**src/rtl/ex_stage.sv**
```systemverilog
// ex_stage: SPARC-style execute stage with registered EX/MEM payload, branch resolution, icc and Y.
// Optional EX_MUL_EN adds a 32-step shift-add UMUL/SMUL; without it those opcodes retire as NOPs.
module ex_stage #(
    parameter int PC_SIZE   = 32,
    parameter int INST_SIZE = 32
) (
    input  logic                 clk,
    input  logic                 reset,
    input  logic                 in_valid,
    input  logic [PC_SIZE-1:0]   pcplus4,
    input  logic [INST_SIZE-1:0] valA,
    input  logic [INST_SIZE-1:0] valB,
    input  logic                 a,
    input  logic [5:0]           op3,
    input  logic                 i,
    input  logic [12:0]          imm13,
    input  logic [21:0]          disp22,
    input  logic [1:0]           op,
    input  logic [3:0]           cond,
    input  logic [2:0]           op2,
    input  logic [4:0]           rd,
    input  logic [29:0]          disp30,
    output logic                 ex_valid,
    output logic [INST_SIZE-1:0] ex_result,
    output logic [INST_SIZE-1:0] ex_store_data,
    output logic [4:0]           ex_rd,
    output logic                 ex_wr_en,
    output logic                 ex_mem_rd,
    output logic                 ex_mem_wr,
    output logic                 branch_taken,
    output logic [PC_SIZE-1:0]   branch_target,
    output logic                 annul_next,
    output logic                 stall,
    output logic [3:0]           icc,
    output logic [INST_SIZE-1:0] y
);
    localparam int W = INST_SIZE;

    logic                 ex_valid_q, ex_wr_en_q, ex_mem_rd_q, ex_mem_wr_q, branch_taken_q, annul_next_q;
    logic [W-1:0]         ex_result_q, ex_store_data_q, y_q;
    logic [4:0]           ex_rd_q;
    logic [PC_SIZE-1:0]   branch_target_q;
    logic [3:0]           icc_q;

    logic [W-1:0]         op2val, res, y_new, mul_lo, mul_hi;
    logic [W:0]           sum_add, sum_sub;
    logic [PC_SIZE-1:0]   pc_cur, target;
    logic [3:0]           icc_new;
    logic [7:0]           cond_tab;
    logic [4:0]           rd_sel, mul_rd;
    logic                 v, c, cc, wy, known, taken, annul, mrd, mwr, issue, done;

    assign op2val   = i ? {{(W-13){imm13[12]}}, imm13} : valB;
    assign sum_add  = {1'b0, valA} + {1'b0, op2val};
    assign sum_sub  = {1'b0, valA} - {1'b0, op2val};
    assign pc_cur   = pcplus4 - PC_SIZE'(4);
    assign rd_sel   = op == 2'd1 ? 5'd15 : rd;
    // Bicc condition low bits index this table; cond[3] inverts the sense
    assign cond_tab = {icc_q[1], icc_q[3], icc_q[0], icc_q[0] | icc_q[2], icc_q[3] ^ icc_q[1],
                       icc_q[2] | (icc_q[3] ^ icc_q[1]), icc_q[2], 1'b0};
    assign icc_new  = {res[W-1], res == '0, v, c};
    assign y_new    = valA ^ op2val;

    always_comb begin
        res    = sum_add[W-1:0];
        v      = 1'b0;
        c      = 1'b0;
        cc     = 1'b0;
        wy     = 1'b0;
        known  = 1'b0;
        taken  = 1'b0;
        annul  = 1'b0;
        mrd    = 1'b0;
        mwr    = 1'b0;
        target = pc_cur + {{(PC_SIZE-24){disp22[21]}}, disp22, 2'b00};
        case (op)
            2'd0: begin
                taken = op2 == 3'd2 && (cond[3] ^ cond_tab[cond[2:0]]);
                annul = op2 == 3'd2 && a && (!taken || cond == 4'b1000);
                known = op2 == 3'd4;
                res   = W'({disp22, 10'b0});
            end
            2'd1: begin
                res    = W'(pc_cur);
                known  = 1'b1;
                taken  = 1'b1;
                target = pc_cur + PC_SIZE'({disp30, 2'b00});
            end
            2'd2: begin
                known = 1'b1;
                case (op3)
                    6'h00, 6'h10: begin
                        cc = op3[4];
                        v  = (valA[W-1] == op2val[W-1]) && (sum_add[W-1] != valA[W-1]);
                        c  = sum_add[W];
                    end
                    6'h04, 6'h14: begin
                        cc  = op3[4];
                        res = sum_sub[W-1:0];
                        v   = (valA[W-1] != op2val[W-1]) && (sum_sub[W-1] != valA[W-1]);
                        c   = sum_sub[W];
                    end
                    6'h01, 6'h11: begin cc = op3[4]; res = valA & op2val; end
                    6'h02, 6'h12: begin cc = op3[4]; res = valA | op2val; end
                    6'h03: res = valA ^ op2val;
                    6'h25: res = valA << op2val[4:0];
                    6'h26: res = valA >> op2val[4:0];
                    6'h27: res = W'($signed(valA) >>> op2val[4:0]);
                    6'h28: res = y_q;
                    6'h30: begin wy = 1'b1; known = 1'b0; end
                    6'h38: begin
                        res    = W'(pc_cur);
                        taken  = 1'b1;
                        target = PC_SIZE'(sum_add[W-1:0]);
                    end
                    default: known = 1'b0;
                endcase
            end
            default: begin
                mrd   = ~op3[2];
                mwr   = op3[2];
                known = ~op3[2];
            end
        endcase
    end

`ifdef EX_MUL_EN
    typedef enum logic [1:0] {IDLE, BUSY, DONE} state_t;
    state_t            state_q;
    logic [4:0]        cnt_q, mrd_q;
    logic [W-1:0]      ma_q;
    logic [2*W-1:0]    prod_q, prod_fin;
    logic [W:0]        acc;
    logic              neg_q, is_mul;

    assign is_mul   = op == 2'd2 && op3[5:1] == 5'b00101;
    assign acc      = {1'b0, prod_q[2*W-1:W]} + (prod_q[0] ? {1'b0, ma_q} : '0);
    assign prod_fin = neg_q ? -prod_q : prod_q;
    assign {mul_hi, mul_lo} = prod_fin;
    assign mul_rd   = mrd_q;
    // DONE also stalls so the held follower is taken only once the FSM is back in IDLE
    assign stall    = state_q != IDLE;
    assign issue    = in_valid && state_q == IDLE && !is_mul;
    assign done     = state_q == DONE;

    always_ff @(posedge clk) begin
        if (reset) begin
            state_q <= IDLE;
        end else begin
            case (state_q)
                IDLE: if (in_valid && is_mul) begin
                    state_q <= BUSY;
                    cnt_q   <= 5'd0;
                    mrd_q   <= rd;
                    neg_q   <= op3[0] && (valA[W-1] ^ op2val[W-1]);
                    ma_q    <= (op3[0] && valA[W-1]) ? -valA : valA;
                    prod_q  <= {{W{1'b0}}, (op3[0] && op2val[W-1]) ? -op2val : op2val};
                end
                BUSY: begin
                    prod_q <= {acc, prod_q[W-1:1]};
                    cnt_q  <= cnt_q + 5'd1;
                    if (cnt_q == 5'd31) state_q <= DONE;
                end
                default: state_q <= IDLE;
            endcase
        end
    end
`else
    assign stall  = 1'b0;
    assign issue  = in_valid;
    assign done   = 1'b0;
    assign mul_lo = '0;
    assign mul_hi = '0;
    assign mul_rd = '0;
`endif

    always_ff @(posedge clk) begin
        if (reset) begin
            ex_valid_q      <= 1'b0;
            ex_result_q     <= '0;
            ex_store_data_q <= '0;
            ex_rd_q         <= '0;
            ex_wr_en_q      <= 1'b0;
            ex_mem_rd_q     <= 1'b0;
            ex_mem_wr_q     <= 1'b0;
            branch_taken_q  <= 1'b0;
            branch_target_q <= '0;
            annul_next_q    <= 1'b0;
            icc_q           <= '0;
            y_q             <= '0;
        end else begin
            ex_valid_q      <= issue | done;
            ex_result_q     <= done ? mul_lo : res;
            ex_store_data_q <= valB;
            ex_rd_q         <= done ? mul_rd : rd_sel;
            ex_wr_en_q      <= done ? mul_rd != 5'd0 : issue && known && rd_sel != 5'd0;
            ex_mem_rd_q     <= issue & mrd;
            ex_mem_wr_q     <= issue & mwr;
            branch_taken_q  <= issue & taken;
            branch_target_q <= target;
            annul_next_q    <= issue & annul;
            if (issue && cc) icc_q <= icc_new;
            if (issue && wy) y_q <= y_new;
            else if (done) y_q <= mul_hi;
        end
    end

    assign ex_valid      = ex_valid_q;
    assign ex_result     = ex_result_q;
    assign ex_store_data = ex_store_data_q;
    assign ex_rd         = ex_rd_q;
    assign ex_wr_en      = ex_wr_en_q;
    assign ex_mem_rd     = ex_mem_rd_q;
    assign ex_mem_wr     = ex_mem_wr_q;
    assign branch_taken  = branch_taken_q;
    assign branch_target = branch_target_q;
    assign annul_next    = annul_next_q;
    assign icc           = icc_q;
    assign y             = y_q;
endmodule

```
**config.mk**
```make
export PLATFORM = sky130hd
export DESIGN_NAME = ex_stage
export DESIGN_NICKNAME = d
export VERILOG_FILES = /design/src/rtl/ex_stage.sv
export SDC_FILE = /design/constraint.sdc
export NUM_CORES = 1
export LEC_CHECK = 0
export ABC_AREA = 1
export CORE_UTILIZATION = 35
export CTS_BUF_LIST = sky130_fd_sc_hd__clkbuf_4
export DETAILED_ROUTE_END_ITERATION = 8
export SLEW_MARGIN = 20
export SYNTH_ARGS = -nofsm -noshare
export SYNTH_HDL_FRONTEND = slang
export SYNTH_SLANG_ARGS = --single-unit
```
**constraint.sdc**
```tcl
create_clock -name clk -period 3.75 [get_ports clk]
set_clock_uncertainty 0.15 [all_clocks]
set_input_delay 0.5625 -clock clk [delete_from_list [all_inputs] [get_ports clk]]
set_output_delay 0.5625 -clock clk [all_outputs]
set_load 0.01 [all_outputs]
```
* Word-level counts from Yosys, hierarchy flattened
Cells that the tools add are included.
Widths: inputs -> output; s select.
** Word-level totals
- Bits of input ports :: 186
- Logic and storage cells :: 101
- Output and inout port bits :: 144
- Bits in registers :: 143
** Cells by class
- Equality and inequality tests :: 23
- Bitwise logic cells :: 12
- Shift operators :: 3
- Add/sub/neg operators :: 5
- Reductions and logical operators :: 22
- Muxes and demuxes :: 23
- $lt $le $gt $ge :: 1
** Operators by type and width (count)
- $pmux 32 s9 :: 1
- $pmux 32 s3 :: 1
- $add 32x32->32 :: 2
- $mux 32 :: 2
- $pmux 32 s2 :: 1
- $eq 6x6->1 const B :: 6
- $add 32x32->33 :: 1
- $sub 32x32->33 :: 1
- $and 32x32->32 :: 1
- $logic_not 32->1 :: 1
- $or 32x32->32 :: 1
- $shl 32x5->32 :: 1
- $shr 32x5->32 :: 1
- $sshr 32x5->32 :: 1
- $sub 32x3->32 const B :: 1
- $xor 32x32->32 :: 1
- $eq 6x5->1 const B :: 4
- $reduce_or 14->1 :: 1
- $eq 6x2->1 const B :: 2
- $mux 1 :: 12
- $logic_and 1x1->1 :: 9
- $reduce_or 2->1 :: 4
- $reduce_or 8->1 :: 1
- $eq 6x1->1 const B :: 1
- 23 further kinds :: 32

* Longest topological paths before layout
- Word-level depth :: 11
- Mapped depth :: 30
- Gate-level depth less buffers :: 28

* Least setup slack after synthesis
No wires, ideal clock.
- Kind :: input -> register
- From :: input i
- To :: register icc_q[2] (netlist: icc[2])
- Cell stages on the path :: 26
- Setup slack :: 135 ps
- Arrival :: 3395 ps
- Path buffers :: 4
- Data required time :: 3530 ps
- Library setup time :: 70 ps
- Path through :: buf_6 -> buf_4 -> nand2_1 -> inv_1 -> clkbuf_1 -> a21oi_1 -> ha_1 -> clkbuf_1 -> inv_1 -> nor3_1 -> nand2_1 -> nor3_1 -> nand2_1 -> nand3_1 -> nand3_1 -> nand2_1 -> inv_1 -> nand2_1 -> nand2_1 -> nand2_1 -> nand2_1 -> nor2_1 -> nand2_1 -> nor2_1 -> nand3_1 -> a21oi_1
** Between the ends
- Cells in the longest elaborated chain, start to end :: 5
- Elaborated cells between the ends (all ways) :: 12
- Classes of those cells :: add/sub: 2; shift: 3; mux: 3; bitwise: 3; reduce/logical: 1
** RTL lines
- start: declaration :: RTL line 15 : input logic i,
- $mux 32 :: RTL line 53 : assign op2val = i ? {{(W-13){imm13[12]}}, imm13} : valB;
- $xor 32x32->32
- net y_new[30] :: RTL line 45 : logic [W-1:0] op2val, res, y_new, mul_lo, mul_hi;
- $pmux 32 s9 :: RTL line 91 : case (op3)
- $pmux 32 s3 :: RTL line 76 : case (op)
- $logic_not 32->1 :: RTL line 61 : assign icc_new = {res[W-1], res == '0, v, c};
- end signal: assignment :: RTL line 202 : if (issue && cc) icc_q <= icc_new;
- end: declaration :: RTL line 43 : logic [3:0] icc_q;
The timed path passes the listed nets, and every way through them passes these cells.
A chain may end at the register's enable or synchronous reset.

* Worst setup path in the final report
- From :: input i
- To :: register icc_q[2] (netlist: icc[2])
** Between the ends
- Cells in the longest elaborated chain, start to end :: 5
- Elaborated cells between the ends (all ways) :: 12
- Classes of those cells :: add/sub: 2; shift: 3; mux: 3; bitwise: 3; reduce/logical: 1
** RTL lines
- $mux 32 (*) :: RTL line 53
- $add 32x32->33, or another cell as far along :: RTL line 54 : assign sum_add = {1'b0, valA} + {1'b0, op2val};
- $pmux 32 s9 :: RTL line 91
- $pmux 32 s3 (*) :: RTL line 76
- $logic_not 32->1 (*) :: RTL line 61
Every way passes the cells marked *; elsewhere a longest branch is shown, timed or not.

==> reports/metrics.cfg <==
[global_routing]
gr-total-overflow=0
first_global_vias=29034
busiest_layer=met2
met2_usage_pct=61.8
grt_max_degree=62
grt_antenna_before_repair=4
grt_pass1_wl_mm=182
use_met1_pct=54.3
grt.total_usage_pct=41.0
grt_use_met3_pct=10.2

[cts]
ctsRootBufferMaster=clkbuf_4
clk_path_buf_depth=2
cts.sinks=143
cts_htree_levels=4
clk_latency_ps=820
path_clk_slew_ps=180
cts_tree=built
cts_buffers=17

[detailed_routing]
drt-total-wl_mm=127
routedWlPerCell_um=22.0
drt-initial-drc-count=3747
drc_errors=0
ant_nets=0
viasPerCell=5.41
route.vias.total=31221
dr.pass1.iters=6

[worst_setup_path]
crit_type=primary input to flip-flop
crit_cells=29
cp.buffers_inverters=7
cp-start-kind=primary input
max_stage_delay_ps=470
cp-end-kind=flip-flop
worstPathMaxFanout=8
r2r_cells=15
cp_top_family=simple AND/OR/NAND/NOR gates
crit_required_ps=4330
slowest_stage=clkdlybuf4s50_1
path_common_cell=nand2_1
worst-endpoint-arrival_ps=4310

[synth]
syn_inst=3746
ys_seq_elements=143
syn_area_per_cell_um2=5.51
yosysUniqueCellTypes=56
async_reset_ff_share_pct=0
synth_area_mm2=0.0206
synth_edf_count=0
yosys.area.top_type=nand2_1
ys_seq_area_share_pct=13.9
yosys_most_used_dff=dfxtp_1
yosys-top-cells-area=nand2_1 18%, dfxtp_1 14%, nand3_1 13%
yosysTopAreaCellShare_pct=18.1
synth_fp_nets=4121
synth-warning-count=0

[timing]
setup_viol=0
max_freq_ghz=0.268
rsz0062_at_grt=true
period_needed_ps=3740
relSlewSlack_pct=48.2
report.final.slew_viol_count=0
finalCritPeriodShare_pct=99.6
fin_setup_tns_ps=0
hold_viol=0
tightest_slew_ps=775

[floorplanning]
die_w_um=245
io_pins=330
die_area_mm2=0.0600
core_area_mm2=0.0580
start_util_pct=35.6
chipHeight_um=245
rows=88

[power_and_ir_drop]
p_per_area_mw_per_mm2=247
p_leak_nw=17.1
ir_drop_uv=263
total_power_mw=8.39

[cells_and_area]
final_nets=5361
area_growth_pct=64.5
layout-drive-gt1-share_pct=27.9
fillers=5947
stdcell_count=5766

[outcome]
outcome=completed

[worst_hold_path]
min_path_type=primary input to flip-flop
hold_depth=5

[job]
cap_violations=0

[place]
routabilityCongestion=1.12
place.port_buffers=328
dp.final_hpwl_mm=106
dp.cells=5718

-- power by group --
| part | total, mW | internal, mW | switching [mW] |
|---|---|---|---|
| combinational | 5.63 | 2.52 | 3.11 |
| clock | 1.11 | 0.341 | 0.767 |
| sequential | 1.66 | 1.62 | 0.0366 |
| total | 8.39 | 4.48 | 3.91 |
-- per-layer routing --
metal | share of wire [%] | up-vias
met4 | 5.6 | 4
met1 | 41 | 14218
met5 | 0.020 | -
met2 | 42 | 1845
li1 | - | 14772
met3 | 12 | 382
-- flip-flops by register name, summed over array words and instances (netlist names) --
name,cells
ex_valid,1
icc,4
ex_store_data,32
ex_result,32
branch_target,32
ex_mem_wr,1
ex_wr_en,1
ex_rd,5
annul_next,1
branch_taken,1
ex_mem_rd,1
y,32
-- kinds of logic (layout without fill, tap and decap cells) --
group	after synthesis	after routing	share of synthesized area, %
and+or+nand+nor	2087	2087	43.0
xor gates and xnor gates	47	47	1.99
adders and majority gates	189	189	11.6
other	1	4	0.0182
DFF	143	143	13.9
buffers and inverters	613	1865	11.7
AOI/OAI and AO/OA	666	666	17.8
-- path summary, 6_finish.rpt --
| check | from | to | slack, ps |
|---|---|---|---|
| hold reg to reg | y[30]$_SDFFE_PP0P_ | y[30]$_SDFFE_PP0P_ | 350 |
| setup / recovery | i | icc[2]$_SDFFE_PP0P_ | 10 |
| hold / removal | reset | y[4]$_SDFFE_PP0P_ | 150 |
| setup reg to reg | y[22]$_SDFFE_PP0P_ | icc[2]$_SDFFE_PP0P_ | 1040 |
-- Yosys cell counts, types with 13 or more instances --
| master | count |
|---|---|
| a21oi_1 | 302 |
| a22oi_1 | 13 |
| a31oi_1 | 14 |
| buf_1 | 14 |
| buf_2 | 32 |
| buf_4 | 13 |
| clkbuf_1 | 77 |
| dfxtp_1 | 143 |
| ha_1 | 185 |
| inv_1 | 464 |
| nand2_1 | 998 |
| nand3_1 | 532 |
| nand4_1 | 44 |
| nor2_1 | 401 |
| nor3_1 | 34 |
| o211ai_1 | 13 |
| o21ai_0 | 222 |
| o22ai_1 | 27 |
| or2_2 | 33 |
| xor2_1 | 35 |
-- stage by stage --
stage                     utilization, %  setup WS (ps)  hold WS, ps  cell area [um^2]
after global routing                58.5           -144          149             33900
final                               58.5           14.3          146             33900
after detailed placement            55.5          -1340          329             32200
after floorplan                        -            135          338             20600
after CTS                           56.1          -29.4         58.3             32600
after global placement              55.5          -1320          326             32200
-- layout make-up --
class | instances | area [um^2] | area share [%]
Sequential cell | 143 | 2860 | 8.43
Clock buffer | 20 | 150 | 0.442
Clock inverter | 11 | 93.8 | 0.276
Timing Repair Buffer | 1360 | 11400 | 33.5
Inverter | 474 | 1780 | 5.26
Antenna cell | 3 | 7.51 | 0.0221
Tap cell | 765 | 957 | 2.82
Multi-Input combinational cell | 2990 | 16700 | 49.2
-- worst register-to-register path, delay by kind of cell (launching register included) --
kind | cells | cell delay, ps
AND/OR/NAND/NOR | 13 | 1830
flip-flops | 1 | 370
AO/OA/AOI/OAI | 2 | 310
-- placed cells by master (no fill, tap or decap), types with 14 or more instances in the layout --
cell type,n
nand2_2,39
a21oi_2,47
clkbuf_4,20
buf_4,1002
buf_12,25
inv_2,23
nand3_1,507
clkdlybuf4s50_1,327
o21ai_1,31
xor2_1,31
or2_2,33
nand2_1,960
inv_1,449
ha_4,19
ha_2,17
nor2_1,338
nor2_2,49
ha_1,149
nor2_4,18
o21ai_2,14
dfxtp_1,143
nand3_2,22
o21ai_0,179
nand4_1,44
nor3_1,27
o22ai_1,27
a21oi_1,245
-- timing repair --
| item | 4_1_cts | 5_1_grt |
|---|---|---|
| pin swaps | 1 | 51 |
| setup buffers | 0 | 13 |
| endpoints found under the hold margin | 0 | 0 |
| hold buffers | 0 | 0 |
| cloned | 0 | 1 |
| gates resized for setup | 38 | 340 |
| endpoints found under the setup margin | 3 | 29 |
Note: power is estimated with default switching activity, not from simulation.
